--- src/rtl/lc3_mem_sequencer.sv ---
// lc3_mem_sequencer: memory-access sequencer for the LC3 family.
// Handles plain read/write and indirect read (LDI) / indirect write (STI) as a
// single req/done transaction toward the control FSM and a strobe/ready handshake
// toward memory, so wait-state memories are supported. Owns MAR (mem_addr) and
// MDR (mem_wdata for stores, rdata for loads).
//
// Build option: define LC3_MEMSEQ_TIMEOUT_EN to add a per-access stall counter
// that aborts an access (done with err=1) after TIMEOUT stalled cycles. Without
// it, accesses wait for mem_ready indefinitely and err is tied low.

module lc3_mem_sequencer #(
   parameter int DATA_W  = 16,
   parameter int ADDR_W  = 16,
   parameter int TIMEOUT = 255
) (
   input  logic              clk,
   input  logic              reset,
   input  logic              req,
   input  logic [1:0]        op,
   input  logic [ADDR_W-1:0] addr,
   input  logic [DATA_W-1:0] wdata,
   output logic              busy,
   output logic              done,
   output logic              err,
   output logic [DATA_W-1:0] rdata,
   output logic [ADDR_W-1:0] mem_addr,
   output logic [DATA_W-1:0] mem_wdata,
   output logic              mem_re,
   output logic              mem_we,
   input  logic [DATA_W-1:0] mem_rdata,
   input  logic              mem_ready
);

   typedef enum logic [2:0] {
      IDLE = 3'd0,
      PTR  = 3'd1,
      RD   = 3'd2,
      WR   = 3'd3,
      DONE = 3'd4
   } state_t;

   state_t            state;
   logic              is_write;   // op[0] latched at accept: final access is a store
   logic [ADDR_W-1:0] ptr_addr;   // pointer fetched in PTR, resized to address width
   logic              timed_out;  // current access has exhausted its stall budget

   // Strobes and status are pure decodes of the state register, so no input
   // reaches them combinationally and an asynchronous reset drops them at once.
   assign busy   = (state == PTR) || (state == RD) || (state == WR);
   assign done   = (state == DONE);
   assign mem_re = (state == PTR) || (state == RD);
   assign mem_we = (state == WR);

   // Fit the fetched pointer to the MAR width: zero-extend or keep the low bits.
   generate
      if (ADDR_W > DATA_W) begin : g_ptr_zext
         assign ptr_addr = {{(ADDR_W-DATA_W){1'b0}}, mem_rdata};
      end else begin : g_ptr_trunc
         assign ptr_addr = mem_rdata[ADDR_W-1:0];
      end
   endgenerate

`ifdef LC3_MEMSEQ_TIMEOUT_EN
   localparam int CNT_W = (TIMEOUT < 2) ? 1 : $clog2(TIMEOUT + 1);

   logic [CNT_W-1:0] stall_cnt;

   // The stall that would bring the counter to TIMEOUT ends the access instead.
   assign timed_out = busy && !mem_ready && (stall_cnt == CNT_W'(TIMEOUT - 1));

   // Stall counter restarts for every access; err is raised only for the DONE
   // cycle that follows an abort.
   always_ff @(posedge clk or posedge reset) begin
      if (reset) begin
         stall_cnt <= '0;
         err       <= 1'b0;
      end else begin
         err <= timed_out;
         if ((state == IDLE && req) || (busy && mem_ready)) begin
            stall_cnt <= '0;
         end else if (busy && !mem_ready) begin
            stall_cnt <= stall_cnt + CNT_W'(1);
         end
      end
   end
`else
   logic unused_timeout;

   assign unused_timeout = (TIMEOUT > 0);
   assign timed_out      = 1'b0;
   assign err            = 1'b0;
`endif

   // Main sequencer: accept in IDLE, optional pointer fetch, one data access,
   // then a single DONE cycle. MAR/MDR hold their values until the next accept.
   always_ff @(posedge clk or posedge reset) begin
      if (reset) begin
         state     <= IDLE;
         is_write  <= 1'b0;
         rdata     <= '0;
         mem_addr  <= '0;
         mem_wdata <= '0;
      end else begin
         case (state)
            IDLE: begin
               if (req) begin
                  mem_addr  <= addr;
                  mem_wdata <= wdata;
                  is_write  <= op[0];
                  if (op[1]) begin
                     state <= PTR;
                  end else if (op[0]) begin
                     state <= WR;
                  end else begin
                     state <= RD;
                  end
               end
            end
            PTR: begin
               if (mem_ready) begin
                  mem_addr <= ptr_addr;
                  state    <= is_write ? WR : RD;
               end else if (timed_out) begin
                  state <= DONE;
               end
            end
            RD: begin
               if (mem_ready) begin
                  rdata <= mem_rdata;
                  state <= DONE;
               end else if (timed_out) begin
                  state <= DONE;
               end
            end
            WR: begin
               if (mem_ready || timed_out) begin
                  state <= DONE;
               end
            end
            DONE: begin
               state <= IDLE;
            end
            default: begin
               state <= IDLE;
            end
         endcase
      end
   end

endmodule

--- config.mk ---
export PLATFORM = sky130hd
export DESIGN_NAME = lc3_mem_sequencer
export DESIGN_NICKNAME = d
export VERILOG_FILES = /design/src/rtl/lc3_mem_sequencer.sv
export SDC_FILE = /design/constraint.sdc
export NUM_CORES = 1
export LEC_CHECK = 0
export CORE_UTILIZATION = 37
export CTS_CLUSTER_DIAMETER = 40
export CTS_CLUSTER_SIZE = 40
export DETAILED_ROUTE_END_ITERATION = 6
export HOLD_SLACK_MARGIN = 0.02
export MAX_ROUTING_LAYER = met4
export PLACE_DENSITY = 0.83
export SLEW_MARGIN = 20
export SYNTH_ARGS = -nofsm -noshare
export SYNTH_HDL_FRONTEND = slang
export SYNTH_SLANG_ARGS = --single-unit
--- constraint.sdc ---
create_clock -name clk -period 1.6 [get_ports clk]
set_input_delay 0.32 -clock clk [delete_from_list [all_inputs] [get_ports clk]]
set_output_delay 0.32 -clock clk [all_outputs]
set_load 0.01 [all_outputs]
==> results.py, run 1 <==
metrics = {
    "logic_synthesis": {
        "ys_ff_latch": 52,
        "ys_types": 23,
        "synth_edf_count": 0,
        "synth.avg_cell_area_um2": 15.5,
        "synthCells": 149,
        "syn_nets": 203,
        "synth_area_um2": 2310,
        "synthFlopType": "dfrtp_1",
        "ys_seq_area_share_pct": 56.4,
        "yosys_warnings": 0,
        "async_flop_share_pct": 100,
    },
    "setup_path": {
        "path_max_fanout": 6,
        "cp-start-kind": "flip-flop",
        "cp_data_arrival_time_ns": 1.85,
        "regToRegStartpoint": "state[1]",
        "worst-setup-path-type": "reg2reg",
        "crit_start": "state[1]",
        "cp.required_ns": 1.79,
        "endpoint_kind": "flip-flop",
    },
    "clocking": {
        "clk_latency_ns": 0.29,
        "clkTransAtPathRegs_ns": 0.09,
        "root_buffer": "clkbuf_8",
        "htree_levels": 2,
        "clock_path_buffers": 2,
        "hold_buffers": 0,
        "cts_tree": "built",
        "cts.sinks": 52,
        "cts_made_buffers": 5,
    },
    "status": {
        "status": "complete, but fails checks",
        "violations": "negative setup slack",
    },
    "cells_and_area": {
        "layout.nets": 335,
        "drive_gt1_share_pct": 40.9,
        "antenna_cells_inserted": 0,
        "final_common_cell": "clkdlybuf4s50_1",
        "layout_common_cells": "100 x clkdlybuf4s50_1, 50 x dfrtp_1, 35 x mux2_4",
        "area_growth_pct": 70.8,
        "fin_cells": 356,
    },
    "global_route": {
        "grtUsageTotal_pct": 18.4,
        "grt_pass1_wl_um": 8800,
        "grt_max_degree": 30,
        "first_global_vias": 1915,
        "antenna_found_initial": 0,
        "overflow": 0,
    },
    "floorplanning": {
        "initial_core_util_pct": 38.7,
        "dieArea_um2": 6550,
        "die_x_um": 80.9,
        "io_pins": 107,
        "core_area_um2": 5960,
        "rows": 28,
        "die_y_um": 80.9,
    },
    "sta": {
        "fin_crit_sh_pct": 104,
        "fin_crit_ns": 1.66,
        "hold_viol_final": 0,
        "setup_violations": 41,
        "drv_slew": 0,
        "hold_slack_ns": 0.376,
        "fmax_ghz": 0.604,
        "setup_slack_ns": -0.0562,
        "finClkSkew_ns": 0.00425,
        "rsz0062_at_grt": "true",
    },
    "routing": {
        "vias": 1695,
        "drtIter0Drc": 36,
        "drtPass1Iterations": 4,
        "route.detailed.drc": 0,
        "ant_nets": 0,
        "routed_wl_um": 5630,
        "post_drt_via_cell_ratio": 4.76,
        "wl_per_cell_um": 15.8,
    },
    "placement": {
        "gp_congestion": 0.767,
        "dp.cells": 332,
        "place.port_buffers": 105,
        "dpl.hpwl_um": 3790,
    },
    "power_and_ir_drop": {
        "power.leakage_uw": 0.00174,
        "ir_worst_vdd_uv": 894,
        "power_uw": 7910,
        "p_per_area_nw_per_um2": 2010,
    },
    "flow_run": {
        "drv_cap": 0,
    },
    "worst_hold_path": {
        "hold_class": "in2async",
    },
}
[worst paths after layout]
check	endpoint	slack, ns	cells after the start
worst max-delay path	mem_addr[1]	-0.06	5
worst min-delay path	mem_wdata[0]	0.38	3
worst max register to register	mem_addr[1]	-0.06	5
worst min register to register	is_write	0.51	1
max in group asynchronous	mem_addr[11]	0.90	3
min in group clk	state[1]	0.44	2
[cell usage after synthesis (2+ instances only)]
cell type | n | area (um^2)
dfrtp_1 | 52 | 1300
buf_6 | 3 | 33.8
buf_4 | 2 | 15.0
mux2_2 | 55 | 619
nor2_1 | 3 | 11.3
buf_2 | 4 | 20.0
a21oi_1 | 2 | 10.0
mux2_4 | 10 | 150
inv_1 | 2 | 7.51
nor2b_1 | 2 | 12.5
and3b_1 | 2 | 17.5
[critical path: stages (launching register included)]
cell     delay, ns
dfrtp_2       0.42
buf_6         0.13
buf_6         0.11
or3_4         0.44
buf_8         0.17
mux2_4        0.29
[where the power goes]
group	total [uW]	switching (uW)	internal, uW
Combinational	4510	1510	3010
Sequential	2360	363	2000
Clock	1040	423	616
Total	7910	2290	5620
[area by class of cell]
type,instances,area (um^2)
multi-input cells,84,1020
fillers,447,2020
well taps,75,93.8
inverters,2,7.51
clock buffers,5,68.8
repair buffers,136,1380
clock inverters,2,60.1
flip-flops and latches,52,1300
[routing by layer]
metal / GRT usage, % / part of all wire, % / vias up
li1: - / - / 787
met1: 21.7 / 43 / 833
met2: 32.2 / 50 / 71
met3: 3.48 / 6.3 / 4
met4: 4.29 / 0.55 / 0
met5: - / 0 / -
[per-stage QoR]
stage | area, um^2 | utilization [%] | setup WS (ns) | setup TNS, ns
after floorplan | 2320 | - | -0.00833 | -0.0833
after global placement | 3500 | 58.7 | -0.304 | -13.28
after detailed placement | 3500 | 58.7 | -0.342 | -14.70
after CTS | 3920 | 65.8 | -0.112 | -2.03
after global routing | 3940 | 66.1 | -0.0946 | -3.45
final | 3940 | 66.1 | -0.0562 | -1.46
[flip-flops by register name, summed over array words and instances, names as in the netlist]
| name | count |
|---|---|
| rdata | 16 |
| state | 3 |
| is_write | 1 |
| mem_wdata | 16 |
| mem_addr | 16 |
[logic make-up (layout without fill, tap and decap cells)]
kind of cell | count (synthesis) | count (layout) | synth area share (%)
buffers and inverters | 13 | 145 | 4.12
other | 1 | 1 | 0.163
AND/OR/NAND/NOR | 11 | 11 | 3.74
multiplexers | 66 | 66 | 33.8
flip-flops | 52 | 52 | 56.4
XOR/XNOR | 1 | 1 | 0.380
AO/OA/AOI/OAI | 5 | 5 | 1.36
[what timing repair did]
item	CTS	global route
setup buffers	14	2
endpoints found under the setup margin	50	51
cloned	3	1
pin swaps	1	2
resized for setup	44	20
(Power assumes the default switching activity.)
==> run 2: changes to the inputs <==
--- a/config.mk
+++ b/config.mk
@@ -5,13 +5,14 @@
 export SDC_FILE = /design/constraint.sdc
 export NUM_CORES = 1
 export LEC_CHECK = 0
-export CORE_UTILIZATION = 37
+export CORE_ASPECT_RATIO = 0.6
+export CORE_UTILIZATION = 34
 export CTS_CLUSTER_DIAMETER = 40
 export CTS_CLUSTER_SIZE = 40
 export DETAILED_ROUTE_END_ITERATION = 6
 export HOLD_SLACK_MARGIN = 0.02
 export MAX_ROUTING_LAYER = met4
-export PLACE_DENSITY = 0.83
+export PLACE_DENSITY = 0.78
 export SLEW_MARGIN = 20
 export SYNTH_ARGS = -nofsm -noshare
 export SYNTH_HDL_FRONTEND = slang
==> results.py, run 2 (synthesis results as in run 1) <==
metrics = {
    "status": {
        "status": "complete, but fails checks",
        "violations": "negative setup slack",
    },
    "floorplanning": {
        "core_area_um2": 6330,
        "io_pins": 107,
        "rows": 22,
        "die_x_um": 108,
        "die_y_um": 65.8,
        "dieArea_um2": 7130,
        "initial_core_util_pct": 36.4,
    },
    "sta": {
        "finClkSkew_ns": 0.00290,
        "drv_slew": 0,
        "hold_viol_final": 0,
        "fin_crit_ns": 1.68,
        "setup_slack_ns": -0.0762,
        "fmax_ghz": 0.597,
        "fin_crit_sh_pct": 105,
        "rsz0062_at_grt": "true",
        "setup_violations": 35,
        "fin_setup_tns_ns": -1.60,
    },
    "clocking": {
        "htree_levels": 2,
        "clock_path_buffers": 2,
        "cts_tree": "built",
        "clk_latency_ns": 0.28,
        "clkTransAtPathRegs_ns": 0.07,
        "cts_made_buffers": 5,
        "root_buffer": "clkbuf_16",
        "cts.sinks": 52,
        "hold_buffers": 0,
    },
    "cells_and_area": {
        "drive_gt1_share_pct": 38.3,
        "layout_common_cells": "100 x clkdlybuf4s50_1, 50 x dfrtp_1, 45 x mux2_2",
        "final_area_um2": 3840,
        "top_regs": "mem_addr x16, mem_wdata x16, rdata x16",
        "layout.nets": 327,
        "area_growth_pct": 66.4,
        "final_util_pct": 60.6,
        "final_common_cell": "clkdlybuf4s50_1",
        "antenna_cells_inserted": 0,
    },
    "global_route": {
        "overflow": 0,
        "grtUsageTotal_pct": 16.4,
        "grt_pass1_wl_um": 8610,
        "grt_max_degree": 53,
        "antenna_found_initial": 0,
        "first_global_vias": 1771,
    },
    "power_and_ir_drop": {
        "switching_share_pct": 29.1,
        "p_sw_uw": 2220,
        "power.leakage_uw": 0.00165,
        "power.internal_uw": 5420,
        "p_comb_share_pct": 53.4,
        "ir_worst_vdd_uv": 945,
        "p_per_area_nw_per_um2": 1990,
        "p_clk_share_pct": 15.5,
        "power_uw": 7640,
        "seq_power_share_pct": 31.1,
    },
    "placement": {
        "place.port_buffers": 105,
        "dpl.hpwl_um": 3790,
        "pre_cts_slack_ns": -0.353,
        "post_dp_cell_area_um2": 3500,
        "gp_congestion": 0.715,
    },
    "setup_path": {
        "cp-start-kind": "flip-flop",
        "r2r_slack_ns": -0.08,
        "critPathSlowestCell": "dfrtp_1",
        "path_delay_family": "buffers and inverters",
        "crit_buf_inv": 3,
        "endpoint_kind": "flip-flop",
        "cp.required_ns": 1.77,
        "path_max_fanout": 17,
        "crit_chain": "buf_6, buf_4, nor4b_4, buf_12, mux2_2",
        "cp.depth": 5,
        "r2r_cells": 5,
        "regToRegStartpoint": "state[1]",
        "cp_data_arrival_time_ns": 1.84,
        "worst-setup-path-type": "reg2reg",
        "crit_start": "state[1]",
        "worstReg2RegEnd": "mem_wdata[7]",
        "crit_end": "mem_wdata[7]",
        "worst_path_largest_cell_delay_ns": 0.42,
    },
    "routing": {
        "drtIter0Drc": 24,
        "route.detailed.drc": 0,
        "wl_per_cell_um": 15.1,
        "post_drt_via_cell_ratio": 4.58,
        "drtPass1Iterations": 3,
        "vias": 1640,
        "ant_nets": 0,
        "routed_wl_um": 5420,
    },
    "worst_hold_path": {
        "hold_class": "in2async",
    },
    "flow_run": {
        "drv_cap": 0,
    },
}
## run 2: changes by cell type in the layout (fill, tap and decap cells not counted), sizes merged
cell	change
buf	-7
clkinv	+1
dlygate4sd2	+1
clkbuf	-2
bufinv	-1
clkdlybuf4s15	+1
## run 2: how the worst min path moves through the flow
stage	cells after the start	endpoint	slack, ns	start
global placement	1	is_write	0.48	is_write
floorplan	1	state[1]	0.43	mem_ready
CTS	3	mem_addr[0]	0.43	reset
finish	3	rdata[2]	0.40	reset
detailed placement	1	is_write	0.49	is_write
global route	3	rdata[2]	0.43	reset
## run 2: worst reg2reg max path: stages (launching register included)
cell	delay (ns)
dfrtp_1	0.42
buf_6	0.14
buf_4	0.15
nor4b_4	0.32
buf_12	0.20
mux2_2	0.35
## run 2: power groups by stage
stage	registers, uW	logic [uW]	clock network [uW]
floorplan	2630	1690	0
global placement	2380	3700	0
detailed placement	2410	3760	0
CTS	2370	4120	1220
global route	2450	4340	1280
finish	2380	4080	1180
## run 2: area by class of cell
cell class / instances / area [um^2]
Fill cell: 536 / 2490
Sequential cell: 52 / 1300
Timing Repair Buffer: 128 / 1290
Multi-Input combinational cell: 84 / 962
Clock buffer: 6 / 129
Tap cell: 84 / 105
Clock inverter: 2 / 35.0
Inverter: 2 / 7.51
## run 2: metal layers
layer | share of wire [%] | wire [um] | global-route usage, % | vias to the layer above
li1 | - | - | - | 767
met1 | 47 | 2540 | 21.5 | 807
met2 | 45 | 2430 | 25.7 | 62
met3 | 7.6 | 412 | 5.12 | 4
met4 | 0.57 | 31 | 2.03 | 0
met5 | 0 | 0 | - | -
## run 2: timing repair
| item | CTS | global route |
|---|---|---|
| cloned | 2 | 0 |
| endpoints found under the setup margin | 46 | 52 |
| gates resized for setup | 33 | 5 |
| buffers inserted | 8 | 2 |
| pin swaps | 1 | 1 |
## run 2: through the flow
| step | hold WS (ns) | instances |
|---|---|---|
| final | 0.405 | 358 |
| after global routing | 0.430 | 358 |
| after CTS | 0.430 | 357 |
| after detailed placement | 0.492 | 339 |
| after global placement | 0.484 | 339 |
| after floorplan | 0.431 | 149 |
==> run 3: changes to the inputs <==
==> constraint.sdc (replaced) <==
create_clock -name clk -period 1.5 [get_ports clk]
set_input_delay 0.3 -clock clk [delete_from_list [all_inputs] [get_ports clk]]
set_output_delay 0.3 -clock clk [all_outputs]
set_load 0.01 [all_outputs]
==> results.py, run 3 (synthesis results as in run 1) <==
metrics = {
    "status": {
        "status": "complete, but fails checks",
        "violations": "negative setup slack",
    },
    "cells_and_area": {
        "fin_cells": 358,
        "drive_gt1_share_pct": 39.1,
        "antenna_cells_inserted": 0,
        "final_common_cell": "clkdlybuf4s50_1",
        "top_regs": "mem_addr x16, mem_wdata x16, rdata x16",
        "layout.nets": 327,
        "layout_common_cells": "58 x clkdlybuf4s50_1, 49 x dfrtp_1, 43 x mux2_4",
        "final_util_pct": 63.7,
        "area_growth_pct": 74.8,
    },
    "setup_path": {
        "r2r_cells": 5,
        "crit_start": "state[0]",
        "worstReg2RegEnd": "mem_addr[4]",
        "worst-setup-path-type": "reg2reg",
        "r2r_slack_ns": -0.13,
        "cp.required_ns": 1.66,
        "regToRegStartpoint": "state[0]",
        "cp_data_arrival_time_ns": 1.79,
        "crit_end": "mem_addr[4]",
        "endpoint_kind": "flip-flop",
        "cp-start-kind": "flip-flop",
        "path_max_fanout": 16,
    },
    "clocking": {
        "clock_path_buffers": 2,
        "cts_tree": "built",
        "htree_levels": 2,
        "clk_latency_ns": 0.28,
        "cts_made_buffers": 5,
        "clkTransAtPathRegs_ns": 0.07,
        "root_buffer": "clkbuf_16",
        "hold_buffers": 0,
        "cts.sinks": 52,
    },
    "global_route": {
        "overflow": 0,
        "grtUsageTotal_pct": 16.4,
        "first_global_vias": 1726,
        "grt_pass1_wl_um": 8610,
        "grt_max_degree": 38,
        "antenna_found_initial": 0,
    },
    "sta": {
        "fmax_ghz": 0.614,
        "fin_crit_sh_pct": 109,
        "hold_viol_final": 0,
        "fin_crit_ns": 1.63,
        "setup_slack_ns": -0.128,
        "setup_violations": 47,
        "rsz0062_at_grt": "true",
        "drv_slew": 0,
        "finClkSkew_ns": 0.00613,
    },
    "placement": {
        "gp_congestion": 0.785,
        "dp.cells": 340,
        "place.port_buffers": 105,
        "dpl.hpwl_um": 3950,
        "pre_cts_slack_ns": -0.411,
    },
    "floorplanning": {
        "initial_core_util_pct": 36.4,
        "dieArea_um2": 7130,
        "die_x_um": 108,
        "core_area_um2": 6330,
        "die_y_um": 65.8,
        "io_pins": 107,
        "rows": 22,
    },
    "routing": {
        "wl_per_cell_um": 16.1,
        "vias": 1644,
        "post_drt_via_cell_ratio": 4.59,
        "drtIter0Drc": 45,
        "route.detailed.drc": 0,
        "drtPass1Iterations": 4,
        "ant_nets": 0,
        "routed_wl_um": 5770,
    },
    "worst_hold_path": {
        "hold_class": "in2async",
    },
    "flow_run": {
        "drv_cap": 0,
    },
    "power_and_ir_drop": {
        "ir_worst_vdd_uv": 923,
        "power.leakage_uw": 0.00209,
        "p_per_area_nw_per_um2": 2030,
    },
}
==> run 3: cell types whose count changed in the layout (fill, tap and decap cells not counted), moves of 2 or more <==
cell / change
clkbuf_16: +2
mux2_4: +23
clkdlybuf4s50_1: -42
buf_6: -2
mux2_2: -23
dlygate4sd2_1: +5
dlymetal6s2s_1: +37
==> run 3: worst min path at each step <==
stage / start / to
final: reset / mem_wdata[14]
after global routing: reset / state[1]
after CTS: reset / state[2]
after detailed placement: is_write / is_write
after global placement: is_write / is_write
after floorplan: reset / is_write
==> run 3: stage by stage <==
step	power [uW]	cell area [um^2]	hold WS, ns	setup TNS (ns)
6_report	8180	4030	0.394	-3.94
3_5_place_dp	6740	3580	0.488	-18.59
3_3_place_gp	6630	3580	0.485	-17.06
2_1_floorplan	4740	2370	0.355	-2.21
4_1_cts	8070	3810	0.400	-4.15
5_1_grt	8680	4030	0.407	-6.72
==> run 3: layout make-up <==
cell class                 instances  area, um^2
inverter                           2        11.3
timing repair buffer             128        1410
tap                               84         105
sequential                        52        1310
clock buffer                       8         146
multi-input combinational         84        1050
fill                             502        2300
==> run 3: what timing repair did <==
item / 4_1_cts / 5_1_grt
setup buffers: 5 / 3
setup endpoints to repair: 59 / 91
gates cloned: 1 / 1
resized for setup: 29 / 64
==> run 3: per-layer routing <==
| layer | track usage, % | vias up | share of wire [%] |
|---|---|---|---|
| met5 | - | - | 0 |
| met4 | 3.04 | 0 | 0.17 |
| met3 | 4.24 | 2 | 6.7 |
| met2 | 24.0 | 64 | 43 |
| met1 | 23.3 | 814 | 50 |
| li1 | - | 764 | - |
==> run 3: critical path: stages, from the launching register on <==
cell and delay, ns:
dfrtp_2 0.45, buf_6 0.13, mux2i_1 0.11, or3_4 0.35, buf_12 0.17, mux2_4 0.30
==> run 3: where the power goes <==
group / switching (uW) / total, uW / internal, uW
Clock: 465 / 1130 / 666
Sequential: 424 / 2560 / 2140
Combinational: 1550 / 4490 / 2930
